$ cat config.mk
export PLATFORM = sky130hd
export DESIGN_NAME = alu_arbiter
export DESIGN_NICKNAME = d
export VERILOG_FILES = /design/src/rtl/alu_arbiter_pkg.sv /design/src/rtl/alu_arbiter_rr_arb2.sv /design/src/rtl/alu_arbiter.sv
export SDC_FILE = /design/constraint.sdc
export NUM_CORES = 1
export LEC_CHECK = 0
export ABC_CLOCK_PERIOD_IN_PS = 2500
export CORE_AREA = 4 4 68 76
export DETAILED_ROUTE_END_ITERATION = 6
export DIE_AREA = 0 0 72 80
export HOLD_SLACK_MARGIN = 0.03
export MAX_ROUTING_LAYER = met4
export PLACE_DENSITY = 0.83
export SLEW_MARGIN = 20
export SYNTH_ARGS = -nofsm -noshare
export SYNTH_HDL_FRONTEND = slang
export SYNTH_SLANG_ARGS = --single-unit
$ cat constraint.sdc
create_clock -name clk -period 2.5 [get_ports clk]
set_input_delay 0.75 -clock clk [delete_from_list [all_inputs] [get_ports clk]]
set_output_delay 0.75 -clock clk [all_outputs]
set_load 0.02 [all_outputs]
$ cat src/rtl/alu_arbiter_pkg.sv
// Shared definitions for the two-requester ALU arbiter: controller states
// and the bit positions of the packed {OF,SF,ZF} flag word.
package alu_arbiter_pkg;

  typedef enum logic [1:0] {
    IDLE  = 2'd0,
    ISSUE = 2'd1,
    FLAGS = 2'd2,
    RESP  = 2'd3
  } state_t;

  localparam int ZF     = 0;
  localparam int SF     = 1;
  localparam int OF     = 2;
  localparam int NFLAGS = 3;

endpackage

$ cat src/rtl/alu_arbiter_rr_arb2.sv
// Two-way round-robin pick: a lone requester always wins; on a tie the one
// that did not win last time gets the grant.
module rr_arb2 (
  input  logic [1:0] valid,
  input  logic       last_grant,
  output logic       grant,
  output logic       any
);

  assign any   = |valid;
  assign grant = (&valid) ? ~last_grant : valid[1];

endmodule

$ cat src/rtl/alu_arbiter.sv
// Shares one external add/sub ALU between two requesters. One operation is
// in flight at a time: latch operands, capture result, capture flags, respond.
module alu_arbiter
  import alu_arbiter_pkg::*;
#(
  parameter int width = 9
) (
  input  logic              clk,
  input  logic              rst,
  input  logic              req0_valid,
  output logic              req0_ready,
  input  logic [width-1:0]  req0_a,
  input  logic [width-1:0]  req0_b,
  input  logic              req0_op,
  input  logic              req1_valid,
  output logic              req1_ready,
  input  logic [width-1:0]  req1_a,
  input  logic [width-1:0]  req1_b,
  input  logic              req1_op,
  output logic              rsp0_valid,
  input  logic              rsp0_ready,
  output logic [width-1:0]  rsp0_c,
  output logic [NFLAGS-1:0] rsp0_flags,
  output logic              rsp1_valid,
  input  logic              rsp1_ready,
  output logic [width-1:0]  rsp1_c,
  output logic [NFLAGS-1:0] rsp1_flags,
  output logic [width-1:0]  alu_a,
  output logic [width-1:0]  alu_b,
  output logic              alu_op,
  input  logic [width-1:0]  alu_c,
  input  logic              alu_zf,
  input  logic              alu_sf,
  input  logic              alu_of,
  output logic              busy
);

  state_t              r_state, w_next;
  logic                r_last_grant, r_id, r_op;
  logic [width-1:0]    r_a, r_b, r_c;
  logic [NFLAGS-1:0]   r_flags;
  logic                w_grant, w_any, w_idle, w_accept, w_rsp_ready;

  rr_arb2 u_rr (
    .valid      ({req1_valid, req0_valid}),
    .last_grant (r_last_grant),
    .grant      (w_grant),
    .any        (w_any)
  );

  // Ready is gated by rst so nothing can be handshaken during reset.
  assign w_idle      = (r_state == IDLE) && !rst;
  assign req0_ready  = w_idle && w_any && !w_grant;
  assign req1_ready  = w_idle && w_any &&  w_grant;
  assign w_accept    = w_idle && w_any;
  assign w_rsp_ready = r_id ? rsp1_ready : rsp0_ready;

  always_comb begin
    w_next = r_state;
    case (r_state)
      IDLE:    if (w_accept) w_next = ISSUE;
      ISSUE:   w_next = FLAGS;
      FLAGS:   w_next = RESP;
      RESP:    if (w_rsp_ready) w_next = IDLE;
      default: w_next = IDLE;
    endcase
  end

  always_ff @(posedge clk) begin
    if (rst) r_state <= IDLE;
    else     r_state <= w_next;
  end

  // The ALU registers its flags one clock after the operands, so result and
  // flags are captured in consecutive cycles.
  always_ff @(posedge clk) begin
    if (rst) begin
      r_last_grant <= 1'b1;
      r_id         <= 1'b0;
      r_a          <= '0;
      r_b          <= '0;
      r_op         <= 1'b0;
      r_c          <= '0;
      r_flags      <= '0;
    end else begin
      if (w_accept) begin
        r_last_grant <= w_grant;
        r_id         <= w_grant;
        r_a          <= w_grant ? req1_a  : req0_a;
        r_b          <= w_grant ? req1_b  : req0_b;
        r_op         <= w_grant ? req1_op : req0_op;
      end
      if (r_state == ISSUE) r_c <= alu_c;
      if (r_state == FLAGS) begin
        r_flags[OF] <= alu_of;
        r_flags[SF] <= alu_sf;
        r_flags[ZF] <= alu_zf;
      end
    end
  end

  assign alu_a      = r_a;
  assign alu_b      = r_b;
  assign alu_op     = r_op;
  assign busy       = !rst && (r_state != IDLE);
  assign rsp0_valid = !rst && (r_state == RESP) && !r_id;
  assign rsp1_valid = !rst && (r_state == RESP) &&  r_id;
  assign rsp0_c     = r_c;
  assign rsp1_c     = r_c;
  assign rsp0_flags = r_flags;
  assign rsp1_flags = r_flags;

endmodule

# Word level (Yosys, flattened, before mapping)
# Cells that the tools add are included.
# totals
reg_bits,35
inputBits,56
output_inout_bits,48
# op_classes
n_eq_ne,5
n_mux,8
bitwise,1
n_reduce_logical,16
# ops
cell,count
two-way mux 9 bit,2
logical AND 1 bit,8
one-hot mux 2 bit (4 select lines),1
equality test 2 bit (second input constant),2
two-way mux 2 bit,2
inequality test 2 bit (second input constant),2
AND reduction 2 bit,2
zero test 1 bit,3
two-way mux 1 bit,3
equality test 2 x 1 -> 1 bit (second input constant),1
zero test 2 bit,1
nonzero test 2 bit,1
OR reduction 2 bit,1
NOT 1 bit,1

# Logic depth before layout (Yosys ltp)
# depth
ltp_word,5
ltp_mapped,7
ltp_nobuf,5

# Modules after synthesis
# From an unflattened synthesis, not the netlist that was laid out.
# unflattened
hier_cells,173
area_unflattened_um2,1646.6
# modules_own_cells
mod,instances,cells_each,area_each_um2,seq_area_each_um2
alu_arbiter,1,171,1632.8,700.7
rr_arb2,1,2,13.8,0.0

# Worst setup path after synthesis
# OpenSTA, ideal clock, no wires.
# synth_path
kind,input port to output port
from,in rst
to,out rsp0_valid
t_arrival_ns,1.457
path_slack_ns,0.293
path_stages,2
n_path_buf,1
cell_sequence,clkbuf_1 nor3b_1
# synth_via
elab_chain_len,3
# synth_lines
element,line_no,rtl
from (decl),alu_arbiter.sv:9,"input logic rst,"
zero test 1 bit,alu_arbiter.sv:106,assign rsp0_valid = !rst && (r_state == RESP) && !r_id;
logical AND 1 bit (2 in series),alu_arbiter.sv:106,
to (decl),alu_arbiter.sv:20,"output logic rsp0_valid,"
# No other way between the ends.

# Worst setup path after layout
# layout_path
from,in req0_valid
to,out req0_ready
# layout_via
elab_chain_len,4
# layout_lines
element,line_no,rtl
from (decl),alu_arbiter.sv:10,"input logic req0_valid,"
AND reduction 2 bit,alu_arbiter_rr_arb2.sv:11,assign grant = (&valid) ? ~last_grant : valid[1];
two-way mux 1 bit,alu_arbiter_rr_arb2.sv:11,
zero test 1 bit,alu_arbiter.sv:53,assign req0_ready = w_idle && w_any && !w_grant;
logical AND 1 bit (*),alu_arbiter.sv:53,
to (decl),alu_arbiter.sv:11,"output logic req0_ready,"
# Every way passes the cells marked *; elsewhere a longest branch is shown, timed or not.

==> metrics.md <==
| Metric | Value |
|---|---|
| Status | completed |
| Fmax | slightly above 400 MHz |
| Pwr dens | approximately 930 nW/um^2 |
| Final ANT Viol Nets | 0 |
| Yosys top cell area share | 0.412 |
| Power Total | ~0.0026 W |
| Starting Density | 0.394 |
| Origin of the worst setup path | req0_valid |
| WP data arrival | about 1700 ps |
| WL final | about 4400 um |
| I/O pin cnt | between 100 and 150 |
| Worst slew margin | 0.631 |
| H-tree levels | 2 |
| Worst r2r src | r_state[0] |
| # nets final | 304 |
| Wire length per cell | 14.9 um |
| Unrepaired setup endpoints after global routing | false |
| Netlist cell types | 23 |
| Num CTS Buffers | 5 |
| Final worst slack | about 70 ps |
| Crit share post-route | 0.971 |
| Syn nets | roughly 210 |
| Syn Area/Cell | approximately 11 sq um |
| Worst-path clk slew | 60 ps |
| Reg-to-reg endpoint | alu_a[6] |
| Period minus WS final | approximately 2400 ps |
| Syn. warnings | 0 |
| Max Cap Violations | 0 |
| Vias in the first global route | approximately 1500 |
| Area grow syn2layout | 62.0% |
| Setup Viol. Count Final | 0 |
| Die Y | ~80 um |
| Layout cell share with drive strength beyond 1 | 0.167 |
| CTS Buffer Depth | 2 |
| PortBufs | around 100 |
| Setup crit end kind | primary output |
| Worst-margin pin slew | about 550 ps |
| Dpl hpwl | around 3500 um |
| Site row count | 25 |
| Slew Viols, Final | 0 |
| Worst hold path type | flop to flop |
| Clk_skew | 5.88 ps |
| Vias per cell | 4.90 |
| Aggregate global-route resource usage | 0.164 |
| Core box area | roughly 4300 sq um |
| Gr ovfl total | 0 |
| Initial antenna violation count | 0 |
| Top area cells in the synthesized netlist | dfxtp_1 41%, nor3b_2 14%, a221o_1 11% |
| Number of antenna repair diodes | 0 |
| Iteration count of the initial detailed-routing pass | 4 |
| CP startpoint kind | primary input |
| Clock sink count | 35 |
| CTS tree | built |
| Via count | 1466 |
| Die ar. | ~5800 sq um |
| # DRC | 0 |
| First-pass GRT wire length | 7200 um |
| Pin count of the biggest net entering global routing | 23 |
| Critical path endpoint | req0_ready |
| Post-synth top area cell | dfxtp_1 |
| Clk_lat worst skew | 280 ps |
| FF-to-FF path depth | 6 |
| Mapped Cells | approximately 150 |
| Die width | just over 70 um |
| Clock Root Buffer | clkbuf_8 |
| Worst slack, placed | -386 ps |
| Register bit total from synthesis | 35 |
| Hold Fails Final Rpt | 0 |
| Fillers | roughly 350 |
| Worst Path Required | 1750 ps |
| Max VDD drop | approximately 530 uV |
| Worst-path maximum fanout | 2 |
| Initial DRC Count | slightly above 60 |
| Cell area after synthesis | approximately 1700 sq um |
| Sequential area share after synthesis | 0.412 |
| Total leakage power | 1.06 nW |
| GP Congestion | between 0.6 and 0.7 |
| Crit path kind | primary input to primary output |
| Internal reg-to-reg setup slack | 920 ps |
## layer usage
metal | vias up | routed length [um] | global-route usage
li1 | 724 | - | -
met3 | 2 | 296 | 0.0504
met5 | - | 0 | -
met4 | 0 | 12 | 0.0395
met2 | 51 | 2380 | 0.287
met1 | 689 | 1760 | 0.182
## synth_stat cells, drive strengths merged
library cell,n
and3b,1
nand3b,2
a221o,19
o21a,1
nor3b,20
a311o,1
inv,3
a22o,1
buf,22
a21o,1
a21oi,3
ha,4
nand2b,2
bufbuf,1
a211oi,2
mux2i,14
nor2,15
clkbuf,1
dfxtp,35
## how the worst min path moves through the flow
stage               startpoint    endpoint  cells past startpoint
finish               rsp0_c[2]   rsp0_c[2]                      2
global route              r_id        r_id                      1
CTS                  rsp0_c[2]   rsp0_c[2]                      2
detailed placement        r_id        r_id                      1
global placement     rsp0_c[2]   rsp0_c[2]                      2
floorplan           r_state[1]  r_state[1]                      2
## per-stage QoR
| step | utilization | cell area (sq um) | hold slack [ps] | cells | setup TNS [ps] |
|---|---|---|---|---|---|
| floorplan | - | 1700 | 484 | 148 | 0 |
| global placement | 0.622 | 2680 | 500 | 291 | -921 |
| detailed placement | 0.622 | 2680 | 515 | 291 | -965 |
| CTS | 0.637 | 2750 | 531 | 299 | 0 |
| global route | 0.639 | 2760 | 545 | 299 | 0 |
| finish | 0.639 | 2760 | 524 | 299 | 0 |
## sequential cells by signal, indices dropped and copies added (netlist names)
name / flops
r_last_grant: 1
alu_op: 1
r_id: 1
alu_a: 9
r_state: 2
rsp0_c: 9
rsp0_flags: 3
alu_b: 9
## cell families after synthesis
kind of cell,after synthesis,synth area share
AND/OR/NAND/NOR,40,0.199
flip-flops,35,0.412
buffers and inverters,27,0.124
AO/OA/AOI/OAI,28,0.154
adder cells (fa/ha/maj),4,0.0294
multiplexers,14,0.0824
## worst max-delay path, stage by stage
cell and delay, ps:
clkdlybuf4s50_1 490, nand3b_1 100, a21oi_2 150, buf_2 200
## cell usage in the layout, fill, tap and decap left out
cell type and instances:
buf_4 10, dfxtp_1 35, buf_12 1, a21oi_2 2
clkbuf_8 5, inv_1 3, nor3b_1 1, a311o_1 1
a211oi_1 2, o21a_2 1, ha_1 4, mux2i_1 14
a21o_1 1, a22o_1 1, nand2b_1 2, nor2_1 15
clkinv_2 1, dlygate4sd2_1 3, clkdlybuf4s50_1 96, dlymetal6s2s_1 1
and3b_1 1, buf_2 2, nor3b_2 19, clkbuf_1 2
a21oi_1 1, nand3b_1 2, a221o_1 19
## cell type report
type | instances | area, sq um | share of cell area
timing repair buffer | 113 | 1100 | 0.401
multi-input combinational | 86 | 791 | 0.287
sequential | 35 | 701 | 0.254
clock buffer | 7 | 76.3 | 0.0277
tap | 54 | 67.6 | 0.0245
inverter | 3 | 11.3 | 0.00409
clock inverter | 1 | 5.00 | 0.00182
## power by group
part           total (W)  switching, W  internal, W
registers       0.000811     0.0000913     0.000719
logic            0.00137      0.000668     0.000700
clock network   0.000380      0.000185     0.000195
## timing repair
item | 4_1_cts | 5_1_grt
setup endpoints to repair | 5 | 1
resized for setup | 11 | 2
endpoints found under the hold margin | 0 | 0
hold buffers | 0 | 0
setup buffers | 0 | 0
Note: power is estimated with default switching activity, not from simulation.
